**src/rtl/seq_det_ctrl.sv**
```systemverilog
// Word-level controller for the serial pattern detector: accepts a word, shifts it
// MSB-first through a programmable overlapping matcher and reports the match count.
module seq_det_ctrl #(
    parameter int WORD_W = 8,
    parameter int PAT_W  = 3,
    parameter int CNT_W  = 4
) (
    input  logic              clock,
    input  logic              reset_n,
    input  logic              cfg_we,
    input  logic [PAT_W-1:0]  cfg_pat,
    input  logic              in_valid,
    output logic              in_ready,
    input  logic [WORD_W-1:0] in_data,
    output logic              bit_o,
    output logic              det_o,
    output logic              out_valid,
    input  logic              out_ready,
    output logic [CNT_W-1:0]  out_cnt,
    output logic [1:0]        dbg_state
);

    // Handshakes: a transfer happens on a rising edge where valid and ready are both 1;
    // in_ready is registered, out_valid is a pure decode of the REPORT state.

    typedef enum logic [1:0] {
        IDLE   = 2'd0,
        SHIFT  = 2'd1,
        REPORT = 2'd2
    } state_t;

    localparam int IDX_W  = $clog2(WORD_W);
    localparam int FILL_W = $clog2(PAT_W);
    localparam logic [PAT_W-1:0] PAT_RST = PAT_W'(3'b101);

    state_t             state_q, state_d;
    logic [WORD_W-1:0]  sr_q;
    logic [PAT_W-2:0]   hist_q;
    logic [FILL_W-1:0]  fill_q;
    logic [PAT_W-1:0]   pat_q;
    logic [CNT_W-1:0]   cnt_q;
    logic [IDX_W-1:0]   idx_q;
    logic               in_ready_q, in_ready_d;
    logic [PAT_W-1:0]   window;
    logic               accept, cfg_ok, fill_full, last_bit;

    assign accept    = (state_q == IDLE) && in_valid && in_ready_q;
    assign cfg_ok    = (state_q == IDLE) && cfg_we;
    assign fill_full = (fill_q == FILL_W'(PAT_W-1));
    assign last_bit  = (idx_q == IDX_W'(WORD_W-1));
    assign bit_o     = (state_q == SHIFT) && sr_q[WORD_W-1];
    assign window    = {hist_q, bit_o};
    assign det_o     = (state_q == SHIFT) && (window == pat_q) && fill_full;
    assign out_valid = (state_q == REPORT);
    assign out_cnt   = out_valid ? cnt_q : '0;
    assign in_ready  = in_ready_q;
    assign dbg_state = state_q;

    always_comb begin
        state_d    = state_q;
        in_ready_d = 1'b0;
        case (state_q)
            IDLE: begin
                in_ready_d = !accept;
                if (accept) state_d = SHIFT;
            end
            SHIFT: begin
                if (last_bit) state_d = REPORT;
            end
            REPORT: begin
                in_ready_d = out_ready;
                if (out_ready) state_d = IDLE;
            end
            default: state_d = IDLE;
        endcase
    end

    always_ff @(posedge clock or negedge reset_n) begin
        if (!reset_n) begin
            state_q    <= IDLE;
            in_ready_q <= 1'b0;
        end else begin
            state_q    <= state_d;
            in_ready_q <= in_ready_d;
        end
    end

    // A cfg write and a word accept on the same edge both land; the word then
    // starts against the new pattern with an empty history.
    always_ff @(posedge clock or negedge reset_n) begin
        if (!reset_n) begin
            sr_q   <= '0;
            hist_q <= '0;
            fill_q <= '0;
            pat_q  <= PAT_RST;
            cnt_q  <= '0;
            idx_q  <= '0;
        end else begin
            case (state_q)
                IDLE: begin
                    if (cfg_ok) begin
                        pat_q  <= cfg_pat;
                        hist_q <= '0;
                        fill_q <= '0;
                    end
                    if (accept) begin
                        sr_q  <= in_data;
                        cnt_q <= '0;
                        idx_q <= '0;
                    end
                end
                SHIFT: begin
                    sr_q   <= sr_q << 1;
                    hist_q <= window[PAT_W-2:0];
                    if (!fill_full) fill_q <= fill_q + 1'b1;
                    cnt_q  <= cnt_q + CNT_W'(det_o);
                    idx_q  <= idx_q + 1'b1;
                end
                default: ;
            endcase
        end
    end

endmodule

```
**config.mk**
```make
export PLATFORM = sky130hd
export DESIGN_NAME = seq_det_ctrl
export DESIGN_NICKNAME = d
export VERILOG_FILES = /design/src/rtl/seq_det_ctrl.sv
export SDC_FILE = /design/constraint.sdc
export NUM_CORES = 1
export LEC_CHECK = 0
export BUFFER_PORTS_ARGS = -buffer_cell sky130_fd_sc_hd__buf_2
export CAP_MARGIN = 20
export CORE_MARGIN = 2
export CORE_UTILIZATION = 35
export DETAILED_ROUTE_END_ITERATION = 10
export GPL_ROUTABILITY_DRIVEN = 0
export PLACE_DENSITY = 0.65
export SKIP_LAST_GASP = 1
export SLEW_MARGIN = 40
export SYNTH_ARGS = -nofsm -noshare
export SYNTH_HDL_FRONTEND = slang
export SYNTH_SLANG_ARGS = --single-unit
```
**constraint.sdc**
```tcl
create_clock -name clock -period 2.5 [get_ports clock]
set_input_delay 0.25 -clock clock [delete_from_list [all_inputs] [get_ports clock]]
set_output_delay 0.25 -clock clock [all_outputs]
set_load 0.05 [all_outputs]
```
== Word level (Yosys, flattened, before mapping) ==
Index checks and enable logic that the tools add are counted.
W data, S select, Z words.
Word-level totals
  output and inout bits: 10
  logic and storage cells: 51
  flip-flop bits (word level): 25
  bits of input ports: 16
Cells by class
  equality and inequality tests: 10
  $add $sub $neg: 3
  muxes and demuxes: 16
  reduce and logical (&&, ||, !) cells: 14
Operator list (count)
  $pmux W8 S2: 1
  $mux W2: 5
  $mux W4: 2
  $mux W8: 1
  $ne A2 B2 Y1 const B: 4
  $pmux W2 S2: 2
  $pmux W4 S2: 1
  $logic_and A1 B1 Y1: 6
  $pmux W2 S3: 1
  $pmux W3 S2: 1
  $reduce_and A2 Y1: 3
  $reduce_and A3 Y1: 2
  $add A4 B1 Y4: 1
  $eq A2 B2 Y1 const B: 2
  $add A3 B1 Y3 const B: 1
  $eq A3 B3 Y1: 1
  $eq A3 B3 Y1 const B: 1
  $mux W3: 1
  $add A2 B1 Y2 const B: 1
  $eq A2 B1 Y1 const B: 1
  $logic_not A2 Y1: 1
  $ne A2 B1 Y1 const B: 1
  $pmux W1 S2: 1
  $reduce_bool A2 Y1: 1
  $logic_not A1 Y1: 1

== Depth between registers and ports, before layout ==
  depth in word-level cells: 7
  depth in mapped cells: 10
  mapped depth without buffers: 8

== Worst setup path after synthesis ==
OpenSTA, ideal clock, no wires.
  path kind: flip-flop to flip-flop
  from: register state_q[0], in the netlist dbg_state[0]
  to: register cnt_q[1]
  setup time: 0.121 ns
  setup slack: -0.875 ns
  cell stages (with the launch flop): 10
  required time: 2.379 ns
  period minus slack after synthesis: 3.375 ns
  data arrival time: 3.254 ns
  buffers on the path: 3
  cell sequence: dfrtp_1 > buf_6 > nor2b_4 > buf_6 > buf_2 > nand3_1 > nor3_1 > ha_1 > ha_1 > a22o_1
Between the ends
  word-level cells in the longest chain between the ends: 7
  elaborated cells on any way between the ends: 13
  classes of those cells: add/sub (1); eq/ne (3); mux (1); reduce/logical (8)
Ends and longest elaborated chain
  start: declaration: RTL line 36  | state_t state_q, state_d;
  start signal: assignment: RTL line 83  | state_q <= state_d;
  $eq A2 B1 Y1 *: RTL line 51, 53
  $logic_and A1 B1 Y1: RTL line 51  | assign bit_o = (state_q == SHIFT) && sr_q[WORD_W-1];
  $eq A3 B3 Y1: RTL line 53  | assign det_o = (state_q == SHIFT) && (window == pat_q) && fill_full;
  $logic_and A1 B1 Y1 * (2 in a row): RTL line 53
  named net det_o: RTL line 16  | output logic det_o,
  $add A4 B1 Y4 *: RTL line 116  | cnt_q <= cnt_q + CNT_W'(det_o);
  $pmux W4 S2 *: RTL line 99  | case (state_q)
  end signal: assignment: RTL line 116
  end: declaration: RTL line 41  | logic [CNT_W-1:0] cnt_q;
Mark *: on every way through the listed nets, which the timed path passes. The rest lies on a longest branch.
A chain may end at the register's enable or synchronous reset.

== Worst setup path after layout ==
  from: register state_q[1], in the netlist dbg_state[1]
  to: output bit_o
Between the ends
  word-level cells in the longest chain between the ends: 2
Ends and longest elaborated chain
  $eq A2 B1 Y1: RTL line 51
  $logic_and A1 B1 Y1: RTL line 51
  end: declaration: RTL line 15  | output logic bit_o,
No other way between the ends.

==> impl_metrics.env <==
export IMPL_nNetsFinal=149
export IMPL_drv_slew=0
export IMPL_fp_dieArea_mm2=0.00413
export IMPL_worstMarginPinSlew_ps=573
export IMPL_r2r_start="dbg_state[1]"
export IMPL_cts_setup_buffers=0
export IMPL_cp_required_ps=2250
export IMPL_clk_path_buf_depth=2
export IMPL_rrSetupSlack_ps=700
export IMPL_cts_inserted_buffers=3
export IMPL_peakVddDrop_mv=0.524
export IMPL_initialDrtViolationCount=73
export IMPL_num_vias=862
export IMPL_grt_antenna_before_repair=0
export IMPL_syn_inst=100
export IMPL_reg2reg_to="cnt_q[1]"
export IMPL_worstSetupEndpoint="bit_o"
export IMPL_pre_cts_slack_ps=706
export IMPL_drc=0
export IMPL_rr_worst_depth=6
export IMPL_hp_class="in2reg"
export IMPL_ioPinCount=26
export IMPL_ys_top_cells_by_area="dfrtp_1 45%, mux2_2 9.7%, mux2_4 8.3%"
export IMPL_first_global_vias=857
export IMPL_worst_slew_margin_rel=0.617
export IMPL_ctsRootBufferMaster="clkbuf_4"
export IMPL_status="finished, final reports clean"
export IMPL_fp_row_count=21
export IMPL_fin_skew_ps=7.81
export IMPL_drtPass1Iterations=4
export IMPL_clock_latency_ps=320
export IMPL_rsz0062_at_grt="false"
export IMPL_hold_violations=0
export IMPL_fmax_ghz=0.491
export IMPL_critical_path_startpoint="dbg_state[1]"
export IMPL_synth_cell_type_count=30
export IMPL_grt_max_degree=26
export IMPL_setup_worst_path_class="reg2out"
export IMPL_synth_avg_cell_area_um2=12.7
export IMPL_power_leakage_nw=0.741
export IMPL_cap_violations=0
export IMPL_clock_sinks=25
export IMPL_drive_gt1_frac=0.449
export IMPL_setup_slack_ps=464
export IMPL_wl_per_cell_um=12.8
export IMPL_grtUsageTotal=0.122
export IMPL_synth_area_mm2=0.00127
export IMPL_yosys_warnings=0
export IMPL_setup_viol=0
export IMPL_die_h_um=64.3
export IMPL_postCtsHoldBufs=1
export IMPL_synth_top_area_share=0.452
export IMPL_ant_nets=0
export IMPL_syn_to_final_growth_pct=16.9
export IMPL_cts_htree_levels=1
export IMPL_clk_pin_slew_ps=140
export IMPL_vias_per_cell=4.98
export IMPL_fin_crit_ps=2040
export IMPL_synth_fp_nets=121
export IMPL_critPathCaptureType="output port"
export IMPL_grt_pass1_wl_um=3890
export IMPL_worstPathArrival_ps=1790
export IMPL_placeableCoreArea_mm2=0.00342
export IMPL_die_x_um=64.3
export IMPL_p_per_area_mw_per_mm2=1250
export IMPL_routed_wl_um=2210
export IMPL_dpl_hpwl_um=1650
export IMPL_synth_seq_cells=25
export IMPL_grt_overflow=0
export IMPL_crit_fanout=18
export IMPL_portBuffers=25
export IMPL_synth_top_area_cell="dfrtp_1"
export IMPL_start_util=0.373
export IMPL_seq_area_frac_synth=0.494
export IMPL_fin_crit_sh=0.814
export IMPL_cts_repair_resized=0
export IMPL_diodes=0
export IMPL_setup_worst_path_start_class="flip-flop"
export IMPL_cts_tree="done"
export IMPL_tns_ps=0
[report_power, final]
part	switching, mW	internal (mW)
clock network	0.120	0.0611
logic	0.459	0.473
registers	0.150	0.597
total	0.729	1.13
[per-layer routing]
layer,part of all wire,global-route usage,vias up
li1,-,-,418
met1,0.46,0.158,415
met2,0.47,0.197,27
met3,0.064,0.0387,2
met4,0.0045,0.0319,0
met5,0,0,-
[cells in the mapped netlist, drive strengths merged]
master	count
nor3b	1
nor2	4
nand2b	1
xnor2	2
inv	2
o21ai	1
dfrtp	23
a21oi	4
mux2	18
buf	4
a22o	9
nand3	2
o31ai	1
and4b	1
nor2b	2
or2	1
o21bai	1
xor2	2
nand2	3
a211oi	1
a21o	2
nor3	2
and2	5
a31oi	1
dfstp	2
ha	5
[layout make-up]
type	instances	area, um^2
Fill cell	325	1930
Sequential cell	25	629
Multi-Input combinational cell	69	621
Timing Repair Buffer	27	143
Tap cell	46	57.6
Clock buffer	3	22.5
Clock inverter	1	7.51
Inverter	2	7.51
[how the worst min path moves through the flow]
stage                           from         to  slack [ps]  depth (start not counted)
after floorplan              reset_n   cnt_q[0]         -50                          0
after global placement       reset_n  fill_q[1]         270                          1
after detailed placement     reset_n  fill_q[1]         270                          1
after CTS                 cfg_pat[1]   pat_q[1]         140                          2
after global routing      cfg_pat[2]   pat_q[2]         140                          2
final                     cfg_pat[1]   pat_q[1]         150                          2
[logic make-up (layout without fill, tap and decap cells)]
logic type / count (synthesis) / in the layout / synth area share
adder cells (fa/ha/maj): 5 / 5 / 0.0492
AND/OR/NAND/NOR: 22 / 22 / 0.102
flip-flops: 25 / 25 / 0.494
multiplexers: 18 / 18 / 0.180
AO/OA/AOI/OAI: 20 / 20 / 0.116
XOR/XNOR: 4 / 4 / 0.0275
buffers and inverters: 6 / 33 / 0.0315
[placed cells by master (no fill, tap or decap), drive strengths merged, types with 2 or more instances in the layout]
cell	count
mux2	18
a21oi	4
nand3	2
buf	26
a22o	9
ha	5
nand2	3
nor2b	2
dfstp	2
clkbuf	3
nor2	4
xnor2	2
inv	2
dfrtp	23
and2	5
nor3	2
xor2	2
a21o	2
[stage by stage]
step | cell area [um^2] | util | hold slack (ps) | power [mW] | std cells
after floorplan | 1300 | - | -45.6 | 1.55 | 100
after global placement | 1450 | 0.424 | 268 | 1.66 | 168
after detailed placement | 1450 | 0.424 | 273 | 1.70 | 168
after CTS | 1490 | 0.436 | 140 | 1.89 | 173
after global routing | 1490 | 0.436 | 139 | 2.01 | 173
final | 1490 | 0.436 | 150 | 1.86 | 173
[critical path, stage by stage (launching register included)]
cell and delay [ps]:
dfrtp_1 570, nor2b_4 170, buf_4 260, and2_1 190
buf_2 270
[state kept, by name, indices dropped and copies added, names as in the netlist]
name	cells
cnt_q	4
dbg_state	2
fill_q	2
hist_q	2
idx_q	3
in_ready	1
pat_q	3
sr_q	8
(Power assumes the default switching activity.)
